File: src/rtl/uart_pkg.sv
// Shared types and constants for the UART transmit path.
package uart_pkg;

  typedef enum logic [1:0] {IDLE, START, DATA, STOP} tx_state_t;

  localparam int UART_FRAME_BITS = 10;

  // Clock cycles per bit at 115200 baud for the two common system clocks
  localparam int CLKS_PER_BIT_100M_115200 = 868;
  localparam int CLKS_PER_BIT_25M_115200  = 217;

endpackage

File: src/rtl/uart_byte_fifo.sv
// Synchronous byte FIFO with an explicit occupancy counter and a combinational head read.
module uart_byte_fifo #(
  parameter  int DEPTH = 8,
  localparam int PTR_W = $clog2(DEPTH),
  localparam int LVL_W = $clog2(DEPTH + 1)
) (
  input  logic             CLK,
  input  logic             RST,
  input  logic             push,
  input  logic [7:0]       push_data,
  input  logic             pop,
  output logic [7:0]       head,
  output logic [LVL_W-1:0] level,
  output logic             full,
  output logic             empty
);

  logic [7:0]       mem_reg [DEPTH];
  logic [PTR_W-1:0] wr_ptr_reg;
  logic [PTR_W-1:0] rd_ptr_reg;
  logic [LVL_W-1:0] level_reg;
  logic [LVL_W-1:0] level_next;
  logic             push_en;
  logic             pop_en;

  assign full    = (level_reg == LVL_W'(DEPTH));
  assign empty   = (level_reg == '0);
  assign push_en = push && !full;
  assign pop_en  = pop && !empty;
  assign head    = mem_reg[rd_ptr_reg];
  assign level   = level_reg;

  always_comb begin
    level_next = level_reg;
    case ({push_en, pop_en})
      2'b10:   level_next = level_reg + LVL_W'(1);
      2'b01:   level_next = level_reg - LVL_W'(1);
      default: level_next = level_reg;
    endcase
  end

  always_ff @(posedge CLK) begin
    if (push_en) begin
      mem_reg[wr_ptr_reg] <= push_data;
    end
  end

  // Power-of-two depth lets the pointers wrap by plain overflow
  always_ff @(posedge CLK) begin
    if (RST) begin
      wr_ptr_reg <= '0;
      rd_ptr_reg <= '0;
      level_reg  <= '0;
    end else begin
      if (push_en) wr_ptr_reg <= wr_ptr_reg + PTR_W'(1);
      if (pop_en)  rd_ptr_reg <= rd_ptr_reg + PTR_W'(1);
      level_reg <= level_next;
    end
  end

endmodule

File: src/rtl/uart_tx_fifo.sv
// Buffered 8N1 UART transmitter: valid/ready byte input, FIFO, registered serial output.
module uart_tx_fifo
  import uart_pkg::*;
#(
  parameter  int CLKS_PER_BIT = CLKS_PER_BIT_100M_115200,
  parameter  int FIFO_DEPTH   = 8,
  localparam int LVL_W        = $clog2(FIFO_DEPTH + 1),
  localparam int BAUD_W       = $clog2(CLKS_PER_BIT)
) (
  input  logic             CLK,
  input  logic             RST,
  input  logic             wr_valid,
  input  logic [7:0]       wr_data,
  output logic             wr_ready,
  output logic             tx,
  output logic             busy,
  output logic [LVL_W-1:0] level
);

  localparam logic [BAUD_W-1:0] BAUD_RELOAD = BAUD_W'(CLKS_PER_BIT - 1);

  tx_state_t         state_reg, state_next;
  logic [BAUD_W-1:0] baud_reg, baud_next;
  logic [2:0]        bit_idx_reg, bit_idx_next;
  logic [7:0]        shift_reg, shift_next;
  logic              tx_reg, tx_next;
  logic              fifo_pop;
  logic [7:0]        fifo_head;
  logic              fifo_full;
  logic              fifo_empty;

  uart_byte_fifo #(.DEPTH(FIFO_DEPTH)) u_fifo (
    .CLK       (CLK),
    .RST       (RST),
    .push      (wr_valid),
    .push_data (wr_data),
    .pop       (fifo_pop),
    .head      (fifo_head),
    .level     (level),
    .full      (fifo_full),
    .empty     (fifo_empty)
  );

  // Ready depends only on registered occupancy, so a pop never frees a slot in the same cycle
  assign wr_ready = !fifo_full;
  assign busy     = (state_reg != IDLE) || !fifo_empty;
  assign tx       = tx_reg;

  always_comb begin
    state_next   = state_reg;
    baud_next    = baud_reg;
    bit_idx_next = bit_idx_reg;
    shift_next   = shift_reg;
    tx_next      = tx_reg;
    fifo_pop     = 1'b0;
    case (state_reg)
      IDLE: begin
        tx_next = 1'b1;
        if (!fifo_empty) begin
          fifo_pop   = 1'b1;
          shift_next = fifo_head;
          baud_next  = BAUD_RELOAD;
          state_next = START;
          tx_next    = 1'b0;
        end
      end
      START: begin
        if (baud_reg == '0) begin
          baud_next    = BAUD_RELOAD;
          bit_idx_next = 3'd0;
          state_next   = DATA;
          tx_next      = shift_reg[0];
        end else begin
          baud_next = baud_reg - BAUD_W'(1);
        end
      end
      DATA: begin
        if (baud_reg == '0) begin
          baud_next = BAUD_RELOAD;
          if (bit_idx_reg == 3'd7) begin
            state_next = STOP;
            tx_next    = 1'b1;
          end else begin
            shift_next   = {1'b0, shift_reg[7:1]};
            bit_idx_next = bit_idx_reg + 3'd1;
            tx_next      = shift_reg[1];
          end
        end else begin
          baud_next = baud_reg - BAUD_W'(1);
        end
      end
      STOP: begin
        if (baud_reg == '0) begin
          // Chain straight into the next start bit so queued frames stay contiguous
          if (!fifo_empty) begin
            fifo_pop   = 1'b1;
            shift_next = fifo_head;
            baud_next  = BAUD_RELOAD;
            state_next = START;
            tx_next    = 1'b0;
          end else begin
            state_next = IDLE;
            tx_next    = 1'b1;
          end
        end else begin
          baud_next = baud_reg - BAUD_W'(1);
        end
      end
      default: begin
        state_next = IDLE;
        tx_next    = 1'b1;
      end
    endcase
  end

  always_ff @(posedge CLK) begin
    if (RST) begin
      state_reg   <= IDLE;
      baud_reg    <= '0;
      bit_idx_reg <= '0;
      shift_reg   <= '0;
      tx_reg      <= 1'b1;
    end else begin
      state_reg   <= state_next;
      baud_reg    <= baud_next;
      bit_idx_reg <= bit_idx_next;
      shift_reg   <= shift_next;
      tx_reg      <= tx_next;
    end
  end

endmodule

File: config.mk
export PLATFORM = sky130hd
export DESIGN_NAME = uart_tx_fifo
export DESIGN_NICKNAME = d
export VERILOG_FILES = /design/src/rtl/uart_pkg.sv /design/src/rtl/uart_byte_fifo.sv /design/src/rtl/uart_tx_fifo.sv
export SDC_FILE = /design/constraint.sdc
export NUM_CORES = 1
export LEC_CHECK = 0
export BUFFER_PORTS_ARGS = -buffer_cell sky130_fd_sc_hd__buf_2
export CORE_UTILIZATION = 35
export DETAILED_ROUTE_END_ITERATION = 16
export GPL_ROUTABILITY_DRIVEN = 0
export REMOVE_ABC_BUFFERS = 1
export SYNTH_ARGS = -nofsm -noshare
export SYNTH_HDL_FRONTEND = slang
export SYNTH_HIERARCHICAL = 1
export SYNTH_SLANG_ARGS = --single-unit
File: constraint.sdc
create_clock -name CLK -period 3.7 [get_ports CLK]
set_clock_uncertainty 0.05 [all_clocks]
set_input_delay 0.74 -clock CLK [delete_from_list [all_inputs] [get_ports CLK]]
set_output_delay 0.74 -clock CLK [all_outputs]
set_load 0.02 [all_outputs]
Yosys cells after proc, flatten, opt, wreduce, memory -nomap -nowiden
Memories as Yosys holds them, arrays and structs flattened. A register that Yosys moved wholly into a read port is not among the register bits.
Index checks and enable logic that the tools add are counted.
{"block": "word_totals", "inputBits": 11, "memories": 1, "wordCells": 79, "output_inout_bits": 7, "ramBits": 64, "ff_bits": 34}
{"block": "classes", "n_mux": 34, "n_eq_ne": 13, "n_addsub": 6, "reduce_logical": 17}
{"memory": "u_fifo.mem_reg", "words": 8, "width": 8, "rd": 1, "rd_ports_with_merged_regs": 1, "write_ports": 1, "line": "uart_byte_fifo.sv:18", "source": "logic [7:0] mem_reg [DEPTH];"}
{"cell": "2-to-1 mux 8 bit", "count": 4}
{"cell": "2-to-1 mux 10 bit", "count": 3}
{"cell": "one-hot mux 10 bit (3 select lines)", "count": 1}
{"cell": "one-hot mux 8 bit (3 select lines)", "count": 1}
{"cell": "2-to-1 mux 3 bit", "count": 5}
{"cell": "inequality test 2 bit, second input constant", "count": 6}
{"cell": "logical NOT 10 bit", "count": 1}
{"cell": "2-to-1 mux 1 bit", "count": 10}
{"cell": "2-to-1 mux 2 bit", "count": 5}
{"cell": "subtractor 10 x 1 -> 10 bit, second input constant", "count": 1}
{"cell": "adder 3 x 1 -> 3 bit, second input constant", "count": 3}
{"cell": "one-hot mux 2 bit (4 select lines)", "count": 1}
{"cell": "one-hot mux 4 bit (2 select lines)", "count": 1}
{"cell": "AND reduction 4 bit", "count": 2}
{"cell": "equality test 2 bit, second input constant", "count": 3}
{"cell": "one-hot mux 3 bit (2 select lines)", "count": 1}
{"cell": "nonzero test 2 bit", "count": 3}
{"cell": "AND reduction 5 bit", "count": 1}
{"cell": "adder 4 x 1 -> 4 bit, second input constant", "count": 1}
{"cell": "equality test 2 x 1 -> 1 bit, second input constant", "count": 2}
{"cell": "equality test 4 bit, second input constant", "count": 1}
{"cell": "logical NOT 4 bit", "count": 1}
{"cell": "one-hot mux 1 bit (4 select lines)", "count": 1}
{"cell": "subtractor 4 x 1 -> 4 bit, second input constant", "count": 1}
{"cell": "9 further kinds", "count": 11}

Logic depth before layout (Yosys ltp)
Gate-level depths: netlist (run 1).
{"block": "logic_depth", "depth_word": 7, "ltp_mapped": 14, "depth_no_buf": 14}

Cells and area by module
Netlist (run 1), hierarchy kept.
{"module": "uart_byte_fifo", "instances": 1, "area_each_um2": 3155.5, "cells_per_inst": 168, "seq_area_each_um2": 2182.1}
{"module": "uart_tx_fifo", "instances": 1, "area_each_um2": 1549.0, "cells_per_inst": 182, "seq_area_each_um2": 480.5}

Worst setup path before layout (run 1)
No wires, ideal clock.
{"block": "synth_timing", "kind": "register to register", "from": "register baud_reg[5]", "to": "register u_fifo.level_reg[2], in the netlist u_fifo/level[2]", "synth_period_minus_slack_ns": 3.051, "path_slack_ns": 0.649, "path_stages_with_launch": 13, "t_required_ns": 3.579, "n_path_buf": 0, "t_arrival_ns": 2.930, "setup_ns": 0.071, "cell_sequence": "dfxtp_1 > or4_4 > nor3_1 > a21oi_1 > nor3_1 > o41a_1 > ha_1 > xor2_1 > ha_1 > a21oi_1 > xor2_1 > or3_1 > a21oi_1"}
{"block": "synth_via", "elab_chain_cells": 6, "word_cells_on_any_way": 8, "cone_classes": "eq/ne: 2; mux: 3; reduce/logical: 3"}
{"item": "start, declared", "line": "uart_tx_fifo.sv:23", "source": "logic [BAUD_W-1:0] baud_reg, baud_next;"}
{"item": "start signal, assigned", "line": "uart_tx_fifo.sv:125", "source": "baud_reg <= baud_next;"}
{"item": "logical NOT 10 bit *", "line": "uart_tx_fifo.sv:93", "source": "if (baud_reg == '0) begin"}
{"item": "2-to-1 mux 1 bit *", "line": "uart_tx_fifo.sv:93"}
{"item": "one-hot mux 1 bit (2 select lines) *", "line": "uart_tx_fifo.sv:56", "source": "case (state_reg)"}
{"item": "via fifo_pop", "line": "uart_tx_fifo.sv:27", "source": "logic fifo_pop;"}
{"item": "logical AND 1 bit *", "line": "uart_byte_fifo.sv:29", "source": "assign pop_en = pop && !empty;"}
{"item": "equality test 2 x 1 -> 1 bit / equality test 2 bit (equally long branches)", "line": "uart_byte_fifo.sv:35", "source": "case ({push_en, pop_en})"}
{"item": "one-hot mux 4 bit (2 select lines) / nonzero test 2 bit (equally long branches)"}
{"item": "end signal, assigned", "line": "uart_byte_fifo.sv:57", "source": "level_reg <= level_next;"}
{"item": "end, declared", "line": "uart_byte_fifo.sv:21", "source": "logic [LVL_W-1:0] level_reg;"}
The timed path passes the listed nets; every way through them passes the cells marked *.
A chain may end at the register's enable or synchronous reset.

Worst setup path in the final report (run 1)
Ends and elaborated chain as after synthesis.

==> summary.txt, run 1 <==
power density over the cells: 746 mW/mm2
Port Buffers: 17
Post-Synthesis Cells: 350
CP Data Required Time: 3920 ps
final WL: 8.90 mm
Final #Nets: 391
clk root buf: clkbuf_16
clock latency on the worst-skew pair: 340 ps
Netlist cell types: 61
Clock power frac: 24.3%
status: complete, no violations
Power Internal: 2520 uW
Register Area: 0.00266 mm2
Synth area leader: edfxtp_1
max reg flops: 64
Pleak: 0.00180 uW
Net Sw Frac: 35.7%
Die W: 118 um
total track usage: 13.8%
Sw Pwr: 1400 uW
Ys Warns: 6
Synth Area in Compound Gates: 10.6%
placed insts: 527
fill cell total of the finished layout: 1177
logic gate share of total power: 38.1%
Resized Gates After CTS: 0
H-tree depth: 3
fin worst setup slack: 457 ps
Synth Area in XOR/XNOR: 1.84%
# Post-CTS Setup Buffers: 0
I/O pins: 18
Hold-fix buffers, CTS: 0
DRC: 0
synthesized area: 0.00470 mm2
Die Y: 118 um
RSZ-0062 raised after global routing: false
crit path max-delay cell type: or4_4
ys flop type: edfxtp_1
Site Rows: 41
Setup TNS: 0 ps
number of DRC markers in iteration 0: 138
initial antenna violation count: 0
EDFF count, synth: 64
share of the synthesized area in the top cell type: 40.9%
largest family of logic cells by synthesized area: multiplexers
CTS tree: yes
footprint of the multi-input gates: 0.00189 mm2
Clock Path Buffers: 2
most frequent cells in the layout: edfxtp_1 (64), dfxtp_1 (37), nor2_1 (28), a21oi_1 (17), buf_2 (17)
Vias: 2863
VDD IR max: 0.463 mV
vias in the first global route: 2734
WS Path Type: flip-flop to flip-flop
R2R setup slack: 460 ps
hold path depth: 2
worst flop-to-flop path endpoint: u_fifo/level[2]$_SDFFE_PP0P_
sequential power share: 37.5%
synth top area cells: edfxtp_1 (41%), dfxtp_1 (16%), mux4_1 (5.0%)
area grow syn2layout: 11.7%
hold slack: 438 ps
# Max-Cap Violations: 0
Mapped Avg Cell Area: 13.4 um2
Slew Limit Fails: 0
share of post-route cells with drive strength above 1: 19.4%
DR WL/cell: 16.4 um
Critical Path AT: 3460 ps
CTS clk-pin slew, worst paths: 70 ps
cell mode on critical path: a21oi_1
async set-reset flop share out of synthesis: 0%
Layout Utilization: 40.8%
CP max stage delay: 590 ps
hold endpoint: bit_idx_reg[2]$_SDFFE_PP0P_
startpoint types: flip-flop
Non-Filler Instances: 543
fin crit share: 87.6%
Cell Chain, Critical Path: or4_4 -> nor3_1 -> a21oi_1 -> nor3_1 -> o41a_1 -> ha_1 -> xor2_1 -> ha_1 -> a21oi_1 -> xor2_1 -> or3_1 -> a21oi_1
Post-Synth Adder-Cell Area: 3.72%
min-delay worst type: flip-flop to flip-flop
Peak Freq: 0.308 GHz
DIE AREA: 0.0139 mm2
Seq cells post-synth: 101
Post-DRT Antenna Nets: 0
DR pass1 iterations: 4
starting density of the core: 36.5%
pre-CTS setup slack: 462 ps
mux cell area share after synthesis: 12.4%
final setup vio count: 0
Core ar.: 0.0129 mm2
post-DP HPWL: 5.80 mm
global-route wire length before repair: 14.5 mm
vias per std cell: 5.27
largest net degree at the start of global routing: 38
commonest non-fill, non-tap cell in the layout: edfxtp_1
relative slew slack: 37.2%
Antenna Cells: 0
register area share after synthesis: 56.6%
Crit Reg-Reg Startpoint: baud_reg[5]$_SDFF_PP0_
Hold Vio Cnt, Final: 0
Worst-Margin Slew: 938 ps
Synth Area in Simple Gates: 11.2%
TritonCTS Sinks: 101
reg2reg path depth: 12
Worst setup EP type: flip-flop
grt ovf: 0
cts bufs inserted: 9
post-layout minimum cycle time: 3240 ps
HP Start: bit_idx_reg[2]$_SDFFE_PP0P_
critical path fanouts, max: 6
[worst max-delay path by stage]
| stage | slack, ps | end | cells after the start | startpoint |
|---|---|---|---|---|
| after floorplan | 630 | u_fifo/level[2]$_SDFFE_PP0P_ | 12 | baud_reg[5]$_SDFF_PP0_ |
| after global placement | 560 | u_fifo/level[2]$_SDFFE_PP0P_ | 12 | baud_reg[5]$_SDFF_PP0_ |
| after detailed placement | 460 | u_fifo/level[2]$_SDFFE_PP0P_ | 12 | baud_reg[5]$_SDFF_PP0_ |
| after CTS | 440 | u_fifo/level[2]$_SDFFE_PP0P_ | 12 | baud_reg[5]$_SDFF_PP0_ |
| after global routing | 200 | u_fifo/level[2]$_SDFFE_PP0P_ | 12 | baud_reg[2]$_SDFF_PP0_ |
| final | 460 | u_fifo/level[2]$_SDFFE_PP0P_ | 12 | baud_reg[5]$_SDFF_PP0_ |
[cells in the mapped netlist, drive strengths merged (4+ instances only)]
| master | count |
|---|---|
| edfxtp | 64 |
| dfxtp | 37 |
| nor2 | 28 |
| a21oi | 19 |
| mux4 | 16 |
| ha | 14 |
| nor3 | 14 |
| nand2 | 13 |
| inv | 12 |
| clkbuf | 10 |
| buf | 9 |
| mux2 | 9 |
| mux2i | 9 |
| o21ai | 9 |
| a311oi | 8 |
| nand2b | 8 |
| nor4 | 6 |
| xor2 | 6 |
| a211oi | 4 |
| a31oi | 4 |
| nand3 | 4 |
[worst max-delay path: cells and delay by family (launching register included)]
kind,cells,cell delay (ps)
compound gates,4,600
xor+xnor,2,330
fa+ha+maj,2,470
flops,1,360
simple gates,4,1350
[final cells by class]
class | count | share of cell area (%)
Clock buffer | 9 | 4.29
Inverter | 12 | 0.857
Clock inverter | 7 | 1.60
Timing Repair Buffer | 24 | 2.62
Tap cell | 172 | 4.10
Sequential cell | 101 | 50.7
Multi-Input combinational cell | 218 | 35.9
[per-layer routing]
layer	vias up	part of all wire (%)	track usage, %
li1	1390	-	-
met1	1433	46	17.1
met2	33	51	23.0
met3	7	2.2	4.26
met4	0	0.90	4.09
met5	-	0	0
[logic make-up (layout without fill, tap and decap cells)]
logic type      count (synthesis)  after routing
simple gates                   94             94
flops                         101            101
buf+inv                        31             52
xor+xnor                        9              9
compound gates                 67             67
fa+ha+maj                      14             14
mux                            34             34
[per-stage QoR]
step | power, uW | cell area (um2)
2_1_floorplan | 2600 | 4580
3_3_place_gp | 2960 | 4950
3_5_place_dp | 2990 | 4950
4_1_cts | 3970 | 5260
5_1_grt | 4200 | 5260
6_report | 3920 | 5260
[power groups by stage]
stage          clock network [uW]  logic [uW]  registers, uW
5_1_grt                      1050        1650           1500
3_3_place_gp                    0        1470           1490
3_5_place_dp                    0        1500           1500
6_report                      955        1500           1470
2_1_floorplan                   0        1090           1520
4_1_cts                       991        1510           1470
Note: power is estimated with default switching activity, not from simulation.
==> run 2, diff against run 1 <==
--- a/config.mk
+++ b/config.mk
@@ -9,6 +9,7 @@
 export CORE_UTILIZATION = 35
 export DETAILED_ROUTE_END_ITERATION = 16
 export GPL_ROUTABILITY_DRIVEN = 0
+export HOLD_SLACK_MARGIN = 0.03
 export REMOVE_ABC_BUFFERS = 1
 export SYNTH_ARGS = -nofsm -noshare
 export SYNTH_HDL_FRONTEND = slang
==> constraint.sdc (replaced) <==
create_clock -name CLK -period 3 [get_ports CLK]
set_clock_uncertainty 0.05 [all_clocks]
set_input_delay 0.6 -clock CLK [delete_from_list [all_inputs] [get_ports CLK]]
set_output_delay 0.6 -clock CLK [all_outputs]
set_load 0.02 [all_outputs]
==> summary.txt, run 2 (synthesis gave the netlist of run 1 again) <==
Core ar.: 0.0129 mm2
Net Sw Frac: 36.7%
pre-CTS setup slack: 14.4 ps
post-DP HPWL: 5.86 mm
Slew Limit Fails: 0
worst flop-to-flop path endpoint: u_fifo/level[2]$_SDFFE_PP0P_
grt ovf: 0
Peak Freq: 0.345 GHz
vias in the first global route: 2902
Worst-Margin Slew: 724 ps
Worst setup EP type: flip-flop
hold endpoint: bit_idx_reg[0]$_SDFFE_PP0P_
clock latency on the worst-skew pair: 350 ps
startpoint types: flip-flop
final setup vio count: 0
DIE AREA: 0.0139 mm2
CTS clk-pin slew, worst paths: 70 ps
starting density of the core: 36.5%
relative slew slack: 51.7%
global-route wire length before repair: 14.6 mm
cts bufs inserted: 9
Power Internal: 3150 uW
I/O pins: 18
fin crit share: 96.7%
share of post-route cells with drive strength above 1: 25.1%
Die W: 118 um
Hold Vio Cnt, Final: 0
WS Path Type: flip-flop to flip-flop
hold slack: 438 ps
# Post-CTS Setup Buffers: 0
number of DRC markers in iteration 0: 165
total track usage: 13.7%
Clock power frac: 23.1%
power density over the cells: 921 mW/mm2
fin worst setup slack: 99.5 ps
most frequent cells in the layout: edfxtp_1 (64), dfxtp_1 (37), nor2_1 (28), buf_4 (23), buf_2 (17)
DP Area: 0.00506 mm2
CTS tree: yes
CP Data Required Time: 3230 ps
Vias: 2911
area grow syn2layout: 14.8%
VDD IR max: 0.549 mV
initial antenna violation count: 0
Pleak: 0.00188 uW
Site Rows: 41
max reg flops: 64
post-layout minimum cycle time: 2900 ps
Critical Path AT: 3130 ps
HP Start: bit_idx_reg[0]$_SDFFE_PP0P_
Clock Path Buffers: 2
clk root buf: clkbuf_16
reg2reg path depth: 12
# Max-Cap Violations: 0
Post-DRT Antenna Nets: 0
largest net degree at the start of global routing: 38
CP startpoint: baud_reg[6]$_SDFF_PP0_
R2R setup slack: 100 ps
vias per std cell: 5.21
Die Y: 118 um
DRC: 0
Setup TNS: 0 ps
logic gate share of total power: 40.7%
final WL: 9.03 mm
hold path depth: 1
commonest non-fill, non-tap cell in the layout: edfxtp_1
critical path fanouts, max: 3
Antenna Cells: 0
DR pass1 iterations: 5
status: complete, no violations
min-delay worst type: flip-flop to flip-flop
Final #Nets: 407
Sw Pwr: 1820 uW
Port Buffers: 17
design area: 0.00540 mm2
sequential power share: 36.2%
H-tree depth: 3
Crit Reg-Reg Startpoint: baud_reg[6]$_SDFF_PP0_
DR WL/cell: 16.2 um
TritonCTS Sinks: 101
==> run 2: changes by cell type in the layout (fill, tap and decap cells not counted), sizes merged <==
cell	previous run	this run
buf	24	40
inv	14	16
bufinv	1	0
clkinvlp	1	0
==> run 2: power groups by stage <==
| stage | sequential [uW] | clock, uW | combinational (uW) |
|---|---|---|---|
| after CTS | 1800 | 1180 | 1970 |
| after floorplan | 1870 | 0 | 1340 |
| after global placement | 1820 | 0 | 1940 |
| after global routing | 1830 | 1220 | 2240 |
| after detailed placement | 1830 | 0 | 1960 |
| final | 1800 | 1150 | 2020 |
==> run 2: what timing repair did <==
item,in CTS,in global routing
endpoints found under the setup margin,0,2
resized for setup,0,11
hold buffers,0,0
==> run 2: final cells by class <==
class	count	area [um2]
Inverter	12	45.0
Multi-Input combinational cell	218	1920
Sequential cell	101	2660
Clock inverter	7	72.6
Timing Repair Buffer	40	258
Clock buffer	9	225
Fill cell	1168	7480
Tap cell	172	215
==> run 2: per-stage QoR <==
step | power (uW) | utilization (%) | instances
2_1_floorplan | 3210 | - | 331
3_3_place_gp | 3760 | 39.3 | 543
3_5_place_dp | 3790 | 39.3 | 543
4_1_cts | 4950 | 41.6 | 559
5_1_grt | 5280 | 41.9 | 559
6_report | 4970 | 41.9 | 559
==> run 2: per-layer routing <==
layer  global-route usage, %  vias up  part of all wire (%)
li1                        -     1431                     -
met1                    16.1     1416                    43
met2                    23.5       51                    51
met3                    3.78       13                   4.6
met4                    5.61        0                   1.8
met5                       0        -                     0
==> run 2: worst max-delay path: stages, from the launching register on <==
cell and delay [ps]:
dfxtp_1 310, or4_4 560, nor3_4 190, a21oi_2 90, nor3_2 180, o41a_1 220, ha_2 230, xor2_1 160
ha_2 190, a21oi_1 40, xor2_1 160, or3_1 310, a21oi_1 130
==> run 2: worst max-delay path by stage <==
stage                                        end  slack [ps]
floorplan           u_fifo/level[2]$_SDFFE_PP0P_         -70
global placement    u_fifo/level[3]$_SDFFE_PP0P_         160
detailed placement  u_fifo/level[3]$_SDFFE_PP0P_          10
CTS                 u_fifo/level[3]$_SDFFE_PP0P_           8
global route        u_fifo/level[2]$_SDFFE_PP0P_         -40
finish              u_fifo/level[2]$_SDFFE_PP0P_         100
==> run 3, diff against run 2 <==
--- a/config.mk
+++ b/config.mk
@@ -5,11 +5,15 @@
 export SDC_FILE = /design/constraint.sdc
 export NUM_CORES = 1
 export LEC_CHECK = 0
-export BUFFER_PORTS_ARGS = -buffer_cell sky130_fd_sc_hd__buf_2
+export BUFFER_PORTS_ARGS = -buffer_cell sky130_fd_sc_hd__buf_4
+export CELL_PAD_IN_SITES_DETAIL_PLACEMENT = 0
+export CELL_PAD_IN_SITES_GLOBAL_PLACEMENT = 2
 export CORE_UTILIZATION = 35
+export CTS_CLUSTER_SIZE = 16
 export DETAILED_ROUTE_END_ITERATION = 16
 export GPL_ROUTABILITY_DRIVEN = 0
 export HOLD_SLACK_MARGIN = 0.03
+export PLACE_DENSITY_LB_ADDON = 0.1
 export REMOVE_ABC_BUFFERS = 1
 export SYNTH_ARGS = -nofsm -noshare
 export SYNTH_HDL_FRONTEND = slang
==> summary.txt, run 3 (synthesis gave the netlist of run 1 again) <==
WS Path Type: flip-flop to flip-flop
post-DP HPWL: 6.74 mm
placed insts: 552
HP Start: bit_idx_reg[0]$_SDFFE_PP0P_
Site Rows: 41
# Max-Cap Violations: 0
Sw Pwr: 1870 uW
power density over the cells: 923 mW/mm2
vias in the first global route: 2891
DIE AREA: 0.0139 mm2
Power Internal: 3190 uW
most frequent cells in the layout: edfxtp_1 (64), buf_4 (50), dfxtp_1 (37), nor2_1 (28), a21oi_1 (17)
status: complete, no violations
Setup TNS: 0 ps
TritonCTS Sinks: 101
fin crit share: 94.1%
Crit Reg-Reg Startpoint: baud_reg[5]$_SDFF_PP0_
initial antenna violation count: 0
DR pass1 iterations: 4
largest net degree at the start of global routing: 38
relative slew slack: 45.4%
Peak Freq: 0.354 GHz
footprint of the multi-input gates: 0.00190 mm2
Vias: 2954
cts bufs inserted: 9
fill cell total of the finished layout: 1198
DRC: 0
Post-DRT Antenna Nets: 0
number of DRC markers in iteration 0: 210
Worst setup EP type: flip-flop
max reg flops: 64
Non-Filler Instances: 569
grt ovf: 0
total track usage: 15.5%
clk root buf: clkbuf_16
Antenna Cells: 0
startpoint types: flip-flop
share of post-route cells with drive strength above 1: 25.2%
CP startpoint: baud_reg[5]$_SDFF_PP0_
Pleak: 0.00193 uW
Critical Path AT: 3020 ps
Final #Nets: 417
final setup vio count: 0
Hold Vio Cnt, Final: 0
min-delay worst type: flip-flop to flip-flop
Die Y: 118 um
vias per std cell: 5.19
CTS tree: yes
H-tree depth: 3
I/O pins: 18
RSZ-0062 raised after global routing: false
Clock Path Buffers: 2
critical path fanouts, max: 5
sequential power share: 35.9%
clock latency on the worst-skew pair: 350 ps
Slew Limit Fails: 0
CP Data Required Time: 3190 ps
Net Sw Frac: 37.0%
final WL: 10.1 mm
R2R setup slack: 180 ps
post-layout minimum cycle time: 2820 ps
global-route wire length before repair: 16.2 mm
Die W: 118 um
Clock power frac: 22.1%
commonest non-fill, non-tap cell in the layout: edfxtp_1
logic gate share of total power: 42.0%
Worst-Margin Slew: 812 ps
Port Buffers: 17
Register Area: 0.00266 mm2
area grow syn2layout: 16.5%
CTS clk-pin slew, worst paths: 70 ps
starting density of the core: 36.5%
Core ar.: 0.0129 mm2
VDD IR max: 0.398 mV
DR WL/cell: 17.8 um
-- run 3: changes by cell type in the layout (fill, tap and decap cells not counted), sizes merged --
cell	delta
clkinvlp	+1
buf	+10
clkinv	-1
-- run 3: path summary, 6_finish.rpt --
check                                  to  cells after the start
min reg2reg   bit_idx_reg[0]$_SDFFE_PP0P_                      1
min           bit_idx_reg[0]$_SDFFE_PP0P_                      1
max reg2reg  u_fifo/level[3]$_SDFFE_PP0P_                     11
max          u_fifo/level[3]$_SDFFE_PP0P_                     11
-- run 3: critical path, stage by stage, from the launching register on --
cell      delay [ps]
dfxtp_1          320
or4_4            550
nor3_4           140
a21oi_1          100
nor3_2           190
o41a_1           220
buf_4            120
ha_1             210
nand2b_1          80
a211o_1          250
a21oi_1          140
mux2_2           340
-- run 3: cell type report --
cell class | count | area share [%]
clock buffer | 9 | 4.11
clock inverter | 7 | 1.00
inverter | 12 | 0.822
multi-input combinational | 218 | 34.7
sequential | 101 | 48.6
tap | 172 | 3.93
timing repair buffer | 50 | 6.85
-- run 3: power by group through the flow --
stage	logic (uW)	clock network (uW)	registers (uW)
floorplan	1340	0	1870
global placement	2100	0	1840
detailed placement	2080	0	1850
CTS	2100	1160	1820
global route	2320	1210	1840
finish	2130	1120	1820
-- run 3: layer usage --
layer	vias to the layer above	track usage (%)	wire (um)
met2	49	22.8	4550
met3	12	4.70	380
met4	0	4.65	124
met1	1448	21.8	5090
met5	-	0	0
li1	1445	-	-
-- run 3: what timing repair did --
action | CTS | global route
endpoints found under the setup margin | 0 | 2
buffers inserted | 0 | 1
gates resized for setup | 0 | 6
hold buffers | 0 | 0
-- run 3: through the flow --
stage                     util (%)  setup slack (ps)  hold slack (ps)  total power [uW]  instance area (um2)
final                         42.6               177              429              5060                 5480
after detailed placement      40.2              98.5              417              3930                 5170
after global routing          42.6              2.27              419              5370                 5480
after CTS                     42.3              63.0              420              5080                 5450
after floorplan                  -             -67.8              388              3210                 4580
after global placement        40.2               153              399              3940                 5170
